**src/rtl/bus_source_mux_reg.sv**
```systemverilog
//------------------------------------------------------------------------------
// bus_source_mux_reg
//
// Registered N-source bus multiplexer for the 16-bit CPU datapath. A stored
// select register picks one of NUM_SRC sources. The register is either loaded
// directly or auto-stepped through the sources in scan mode. The selected data
// is registered onto dout, qualified by dout_valid. A hold input freezes all
// state. An illegal select load is rejected and flagged with a one-cycle
// sel_err pulse.
//
// Parameters:
//   WIDTH    data width of every source and of dout
//   NUM_SRC  number of sources, legal range 2..16
//   SEL_W    derived select width, clog2(NUM_SRC) with a minimum of 1
//
// Ports:
//   clock       in   rising-edge clock
//   reset       in   synchronous, active-high reset
//   din         in   flattened sources; source k is din[k*WIDTH +: WIDTH]
//   sel_in      in   select value to load
//   sel_load    in   load sel_in into the select register
//   mode        in   0 = direct (select held), 1 = scan (select steps each edge)
//   hold        in   freeze select, dout and dout_valid
//   dout        out  registered selected data
//   dout_valid  out  dout holds a sampled value
//   cur_sel     out  current select register value
//   wrap        out  one-cycle pulse when scan steps from NUM_SRC-1 to 0
//   sel_err     out  one-cycle pulse when a load presents sel_in >= NUM_SRC
//------------------------------------------------------------------------------
module bus_source_mux_reg #(
    parameter int   WIDTH   = 16,
    parameter int   NUM_SRC = 4,
    localparam int  SEL_W   = (NUM_SRC > 2) ? $clog2(NUM_SRC) : 1
) (
    input  logic                       clock,
    input  logic                       reset,
    input  logic [NUM_SRC*WIDTH-1:0]   din,
    input  logic [SEL_W-1:0]           sel_in,
    input  logic                       sel_load,
    input  logic                       mode,
    input  logic                       hold,
    output logic [WIDTH-1:0]           dout,
    output logic                       dout_valid,
    output logic [SEL_W-1:0]           cur_sel,
    output logic                       wrap,
    output logic                       sel_err
);

    // Highest legal select code; scan wraps here rather than at 2^SEL_W-1.
    localparam logic [SEL_W-1:0] LAST_SEL    = SEL_W'(NUM_SRC - 1);
    // Source count widened by one bit so NUM_SRC itself is representable
    // when it is a power of two.
    localparam logic [SEL_W:0]   NUM_SRC_EXT = (SEL_W + 1)'(NUM_SRC);

    //--------------------------------------------------------------------------
    // State
    //--------------------------------------------------------------------------
    logic [SEL_W-1:0] sel_q,     sel_d;
    logic [WIDTH-1:0] dout_q,    dout_d;
    logic             valid_q,   valid_d;
    logic             wrap_q,    wrap_d;
    logic             sel_err_q, sel_err_d;

    logic [WIDTH-1:0] mux_data;
    logic             sel_legal;

    //--------------------------------------------------------------------------
    // Source selection from the pre-edge select register. Only legal codes
    // are decoded; unused codes can never be stored, so they read as zero.
    //--------------------------------------------------------------------------
    // NOTE: every variable assigned in always_comb gets a default first, so no
    // path leaves it unassigned and no latch is inferred.
    always_comb begin
        mux_data = '0;
        for (int k = 0; k < NUM_SRC; k++) begin
            if (sel_q == SEL_W'(k)) begin
                mux_data = din[k*WIDTH +: WIDTH];
            end
        end
    end

    assign sel_legal = ({1'b0, sel_in} < NUM_SRC_EXT);

    //--------------------------------------------------------------------------
    // Next-state logic
    //--------------------------------------------------------------------------
    always_comb begin
        // Defaults: hold all state, pulses return to zero.
        sel_d     = sel_q;
        dout_d    = dout_q;
        valid_d   = valid_q;
        wrap_d    = 1'b0;
        sel_err_d = 1'b0;

        if (!hold) begin
            // Capture uses the select value present before this edge.
            dout_d  = mux_data;
            valid_d = 1'b1;

            // A load request always wins over scan, even when it is rejected.
            if (sel_load) begin
                if (sel_legal) begin
                    sel_d = sel_in;
                end else begin
                    sel_err_d = 1'b1;
                end
            end else if (mode) begin
                if (sel_q == LAST_SEL) begin
                    sel_d  = '0;
                    wrap_d = 1'b1;
                end else begin
                    sel_d = sel_q + SEL_W'(1);
                end
            end
        end
    end

    //--------------------------------------------------------------------------
    // Registers
    //--------------------------------------------------------------------------
    // NOTE: sequential state uses non-blocking assignments so every flop
    // samples its pre-edge inputs regardless of statement order.
    always_ff @(posedge clock) begin
        if (reset) begin
            sel_q     <= '0;
            dout_q    <= '0;
            valid_q   <= 1'b0;
            wrap_q    <= 1'b0;
            sel_err_q <= 1'b0;
        end else begin
            sel_q     <= sel_d;
            dout_q    <= dout_d;
            valid_q   <= valid_d;
            wrap_q    <= wrap_d;
            sel_err_q <= sel_err_d;
        end
    end

    //--------------------------------------------------------------------------
    // Outputs
    //--------------------------------------------------------------------------
    assign dout       = dout_q;
    assign dout_valid = valid_q;
    assign cur_sel    = sel_q;
    assign wrap       = wrap_q;
    assign sel_err    = sel_err_q;

endmodule

```
**config.mk**
```make
export PLATFORM = sky130hd
export DESIGN_NAME = bus_source_mux_reg
export DESIGN_NICKNAME = d
export VERILOG_FILES = /design/src/rtl/bus_source_mux_reg.sv
export SDC_FILE = /design/constraint.sdc
export NUM_CORES = 1
export LEC_CHECK = 0
export ABC_AREA = 1
export BUFFER_PORTS_ARGS = -buffer_cell sky130_fd_sc_hd__buf_2
export CORE_MARGIN = 4
export CORE_UTILIZATION = 38
export DETAILED_ROUTE_END_ITERATION = 6
export GPL_TIMING_DRIVEN = 0
export PLACE_DENSITY = 0.85
export RECOVER_POWER = 25
export SYNTH_ARGS = -nofsm -noshare
export SYNTH_HDL_FRONTEND = slang
export SYNTH_SLANG_ARGS = --single-unit
export TNS_END_PERCENT = 1
```
**constraint.sdc**
```tcl
create_clock -name clock -period 1.3 [get_ports clock]
set_input_delay 0.26 -clock clock [delete_from_list [all_inputs] [get_ports clock]]
set_output_delay 0.26 -clock clock [all_outputs]
set_load 0.005 [all_outputs]
```
==> results of run 1 <==
[per-stage QoR]
step | cells | power [W] | TNS (ns)
6_report | 354 | 0.001906 | 0
2_1_floorplan | 209 | 0.001087 | 0
3_5_place_dp | 346 | 0.001335 | -1.779
4_1_cts | 355 | 0.001850 | -0.2470
5_1_grt | 354 | 0.002015 | -0.1881
3_3_place_gp | 346 | 0.001323 | -1.277
[cells in the final DEF (no fill, tap or decap), drive strengths merged]
cell type / netlist / final
buf: 14 / 105
nand2: 36 / 36
inv: 21 / 21
dfxtp: 20 / 20
a21oi: 64 / 64
nand3: 16 / 16
clkbuf: 3 / 9
conb: 1 / 1
o21ai: 21 / 21
clkinv: 2 / 2
nor3: 1 / 1
ha: 4 / 4
nor2: 6 / 6
[kinds of logic (layout without fill, tap and decap cells)]
kind of cell    after synthesis  after routing
buf+inv                      40            137
flops                        20             20
fa+ha+maj                     4              4
simple gates                 59             59
compound gates               85             85
other cells                   1              1
[sequential cells by signal (all words and copies together) (netlist names)]
name / cells
cur_sel: 2
dout: 16
dout_valid: 1
wrap: 1
[layout make-up]
cell class              instances  area share
repair buffers                 96      0.2265
multi-input cells             149      0.4228
well taps                      48     0.02685
plain buffers                  14     0.07327
flip-flops and latches         20      0.1812
clock buffers                   4     0.02461
inverters                      23     0.04474
[metal layers]
layer	routed length, um	vias to the layer above	GRT usage
met5	0	-	0
met4	76	0	0.03830
met3	473	9	0.05507
met2	2470	91	0.3506
met1	2069	821	0.2419
li1	-	891	-
[where the power goes]
part	internal, W	switching [W]
Sequential	0.000666	0.0000318
Combinational	0.000345	0.000390
Clock	0.000269	0.000204
[worst max-delay path by stage]
| stage | start | endpoint |
|---|---|---|
| after global routing | cur_sel[1] | dout[11] |
| after floorplan | cur_sel[0] | dout[15] |
| after detailed placement | cur_sel[0] | dout[14] |
| final | cur_sel[1] | dout[2] |
| after global placement | cur_sel[0] | dout[14] |
| after CTS | cur_sel[1] | dout[1] |
[timing repair]
action                                  in CTS  in global routing
hold endpoints to repair                     0                  0
pin swaps                                    8                 11
gates cloned                                 2                  0
hold buffers                                 0                  0
setup buffers                                5                  0
endpoints found under the setup margin      17                 17
gates resized for setup                     25                 32
[critical path, cell delays in order, from the launching register on]
cell and delay, ns:
dfxtp_2 0.34, buf_6 0.12, ha_2 0.16, buf_6 0.13
clkbuf_16 0.16, a21oi_1 0.13, nand2_1 0.08, a21oi_2 0.12
==> out/qor.txt, run 1 <==
routed len/inst - 14.38 um
IO Pins - 92
reg2reg setup slack - 0.005 ns
Clk Latency, worst-skew pair - 0.25 ns
RSZ-0062 raised after global routing - yes
# diodes - 0
xor/xnor share of the synthesized area - 0
hold depth - 2
multi-input logic area - 945.9 um^2
Vias/cell - 5.119
FF-to-FF Start - cur_sel[1]
worst reg2reg path endpoint - dout[2]
power density over the cells - 852.2 mW/mm^2
Seq/Total Area, Yosys - 0.2775
Clock Path Buffers - 2
total wire length - 5091 um
DR iter-0 viols - 59
die height - 69.62 um
largest family of logic cells by synthesized area - compound AO/OA/AOI/OAI gates
CTS tree - built
complex-gate fraction of the synthesized area - 0.3131
WP data required - 1.49 ns
Total GRT Usage - 0.1988
vias in the first global route - 1779
final worst slack - 0.004503 ns
WP data arrival - 1.49 ns
Final Max Slew Viols - 0
layout net count - 382
Register Area - 405.4 um^2
core area - 0.003661 mm^2
DR vias - 1812
Post-synth EDFFs - 0
Cell Area, Placed - 0.001948 mm^2
layout cells sized above 1 - 0.5392
Main synth FF type - dfxtp_1
Tmin final - 1.295 ns
crit-path max FO - 5
Hold Violations, Final - 0
Initial Util - 0.3941
clock buffer count from CTS - 3
Final ANT Viol Nets - 0
gr ovfl total - 0
DRC - 0
Adder-Cell Fraction of Synth Area - 0.03469
async set or reset register ratio after synthesis - 0
Final Core Density - 0.6111
Setup Slack @ Placement - -0.1708 ns
syn_area_per_cell - 6.903 um^2
Worst R2R Path Depth - 7
P_leak - 1.132 nW
Syn Inst Count - 209
hold path start - reset
top-count cell post-synth - a21oi_1
post-route cell area - 0.002237 mm^2
maximum capacitance violations - 0
initial antenna violation count - 0
Sink Count - 20
Synth top cells by count - a21oi_1, nand2_1, o21ai_0
area leader, netlist - dfxtp_1
die width - 69.62 um
hold slack final - 0.1874 ns
root buf cell - clkbuf_8
Port Buf Inserts - 89
RePlAce Congestion - 0.9031
Worst-path clk slew - 0.08 ns
top post-synthesis cells by area - dfxtp_1, a21oi_1, nand2_1
die area - 0.004846 mm^2
hold path endpoint - dout_valid
VDD IR-drop max - 641.3 uV
synth warn - 0
fmax - 771.9 MHz
FF+latch count, synth - 20
Post-Syn Nets - 284
Netlist cell types - 23
crit share post-route - 0.9965
first-pass GRT wire length - 8038 um
post-synthesis simple-gate area fraction - 0.1787
# setup viols final - 0
H-Tree Depth - 1
status - finished clean
dpl hpwl - 3719 um
number of fill cells - 352
synthesized area - 0.001443 mm^2
clock skew - 0.001182 ns
Crit. End Element - flop
P&R area growth vs syn - 55.07%
pin count of the biggest net entering global routing - 17
share of the synthesized area in the top cell type - 0.2775
critical path launch point type - flop
row cnt - 22
Hold WC Path Type - input pin to flop
Detailed Routing Iterations Pass 1 - 4
post-synthesis mux area share - 0
Worst Setup Path Type - flop to flop
Power figures use the tool's default switching activity.
==> run 2: changes to the inputs <==
- RECOVER_POWER: 25 -> not set
==> run 2 against run 1 <==
Effect of this change: via count is 1.4% lower; register-to-register slack about the same; sequential share of layout area is essentially flat; maximum frequency increased by 0.16%; critical path type unchanged.
==> out/qor.txt, run 2 (synthesis gave the netlist of run 1 again) <==
Fin Setup TNS - 0 ns
pin count of the biggest net entering global routing - 17
die width - 69.62 um
Tmin final - 1.293 ns
most frequent cells in the layout - buf_2, a21oi_2, nand2_1, a21oi_1, o21ai_0
crit share post-route - 0.9949
maximum capacitance violations - 0
Non-Filler Instances - 354
post-route cell area - 0.002242 mm^2
Detailed Routing Iterations Pass 1 - 4
Worst-path clk slew - 0.07 ns
# setup viols final - 0
CTS tree - built
Initial Util - 0.3941
row cnt - 22
routed len/inst - 14.29 um
die area - 0.004846 mm^2
first-pass GRT wire length - 8038 um
dpl hpwl - 3719 um
layout net count - 382
crit path from - cur_sel[1]
Final ANT Viol Nets - 0
clock skew - 0.0009616 ns
Vias/cell - 5.045
power density over the cells - 849.5 mW/mm^2
met2 Use GR - 0.3506
Cell Area, Placed - 0.001948 mm^2
hold path start - reset
Worst R2R Path Depth - 7
initial antenna violation count - 0
routing usage on met3 - 0.05507
Hold WC Path Type - input pin to flop
core area - 0.003661 mm^2
Worst Setup Path Type - flop to flop
number of fill cells - 349
WP data required - 1.49 ns
DR iter-0 viols - 59
P_leak - 1.139 nW
P&R area growth vs syn - 55.42%
final worst slack - 0.006627 ns
status - finished clean
root buf cell - clkbuf_8
layout cells sized above 1 - 0.5458
DR vias - 1786
clock buffer count from CTS - 3
fmax - 773.2 MHz
reg2reg setup slack - 0.007 ns
hold depth - 2
multi-input logic area - 945.9 um^2
VDD IR-drop max - 635.9 uV
total wire length - 5060 um
critical path launch point type - flop
Register Area - 405.4 um^2
H-Tree Depth - 1
Final Max Slew Viols - 0
met1 Use GR - 0.2419
placed insts - 346
most common cell after layout, fill and taps aside - buf_2
IO Pins - 92
hold path endpoint - dout_valid
Port Buf Inserts - 89
RePlAce Congestion - 0.9031
hold slack final - 0.1875 ns
crit-path max FO - 5
RSZ-0062 raised after global routing - yes
gr ovfl total - 0
FF-to-FF Start - cur_sel[1]
DRC - 0
Total GRT Usage - 0.1988
Clk Latency, worst-skew pair - 0.25 ns
max reg flops - 16
worst reg2reg path endpoint - dout[2]
die height - 69.62 um
Clock Path Buffers - 2
WP data arrival - 1.48 ns
# diodes - 0
vias in the first global route - 1779
Hold Violations, Final - 0
Sink Count - 20
Setup Slack @ Placement - -0.1708 ns
Crit. End Element - flop
GR peak layer - met2
run 2: cell count changes in the layout (fill, tap and decap cells not counted):
cell	delta
clkbuf_1	-2
buf_2	+1
buf_4	+1
run 2: how the worst max path moves through the flow:
| stage | slack [ns] | end | cells after the start |
|---|---|---|---|
| global route | -0.03 | dout[11] | 7 |
| detailed placement | -0.17 | dout[14] | 7 |
| finish | 0.007 | dout[2] | 7 |
| CTS | -0.03 | dout[1] | 7 |
| floorplan | 0.02 | dout[15] | 8 |
| global placement | -0.14 | dout[14] | 8 |
run 2: layer usage:
layer	share of wire	vias up
met5	0	-
met4	0.012	0
met3	0.091	7
met2	0.49	83
met1	0.41	807
li1	-	889
run 2: area by class of cell:
class,instances,area share
Buffer,14,0.07478
Sequential cell,20,0.1808
Timing Repair Buffer,96,0.2266
Inverter,23,0.04464
Tap cell,48,0.02679
Clock buffer,4,0.02455
Multi-Input combinational cell,149,0.4219
run 2: power by group:
group,switching (W),internal (W)
Sequential,0.0000319,0.000666
Clock,0.000202,0.000269
Combinational,0.000389,0.000347
Total,0.000622,0.00128
run 2: critical path, stage by stage (launching register included):
cell	delay (ns)
dfxtp_2	0.34
buf_6	0.12
ha_2	0.16
buf_6	0.13
clkbuf_16	0.16
a21oi_1	0.13
nand2_1	0.08
a21oi_2	0.12
run 2: stage by stage:
step                power (W)  utilization
finish               0.001905       0.6124
global route         0.002017       0.6124
CTS                  0.001850       0.5813
detailed placement   0.001335       0.5321
global placement     0.001323       0.5321
floorplan            0.001087            -
run 2: timing repair:
item | CTS | global route
setup buffers | 5 | 0
hold endpoints to repair | 0 | 0
hold buffers | 0 | 0
pin swaps | 8 | 11
resized for setup | 25 | 32
setup endpoints to repair | 17 | 17
cloned | 2 | 0
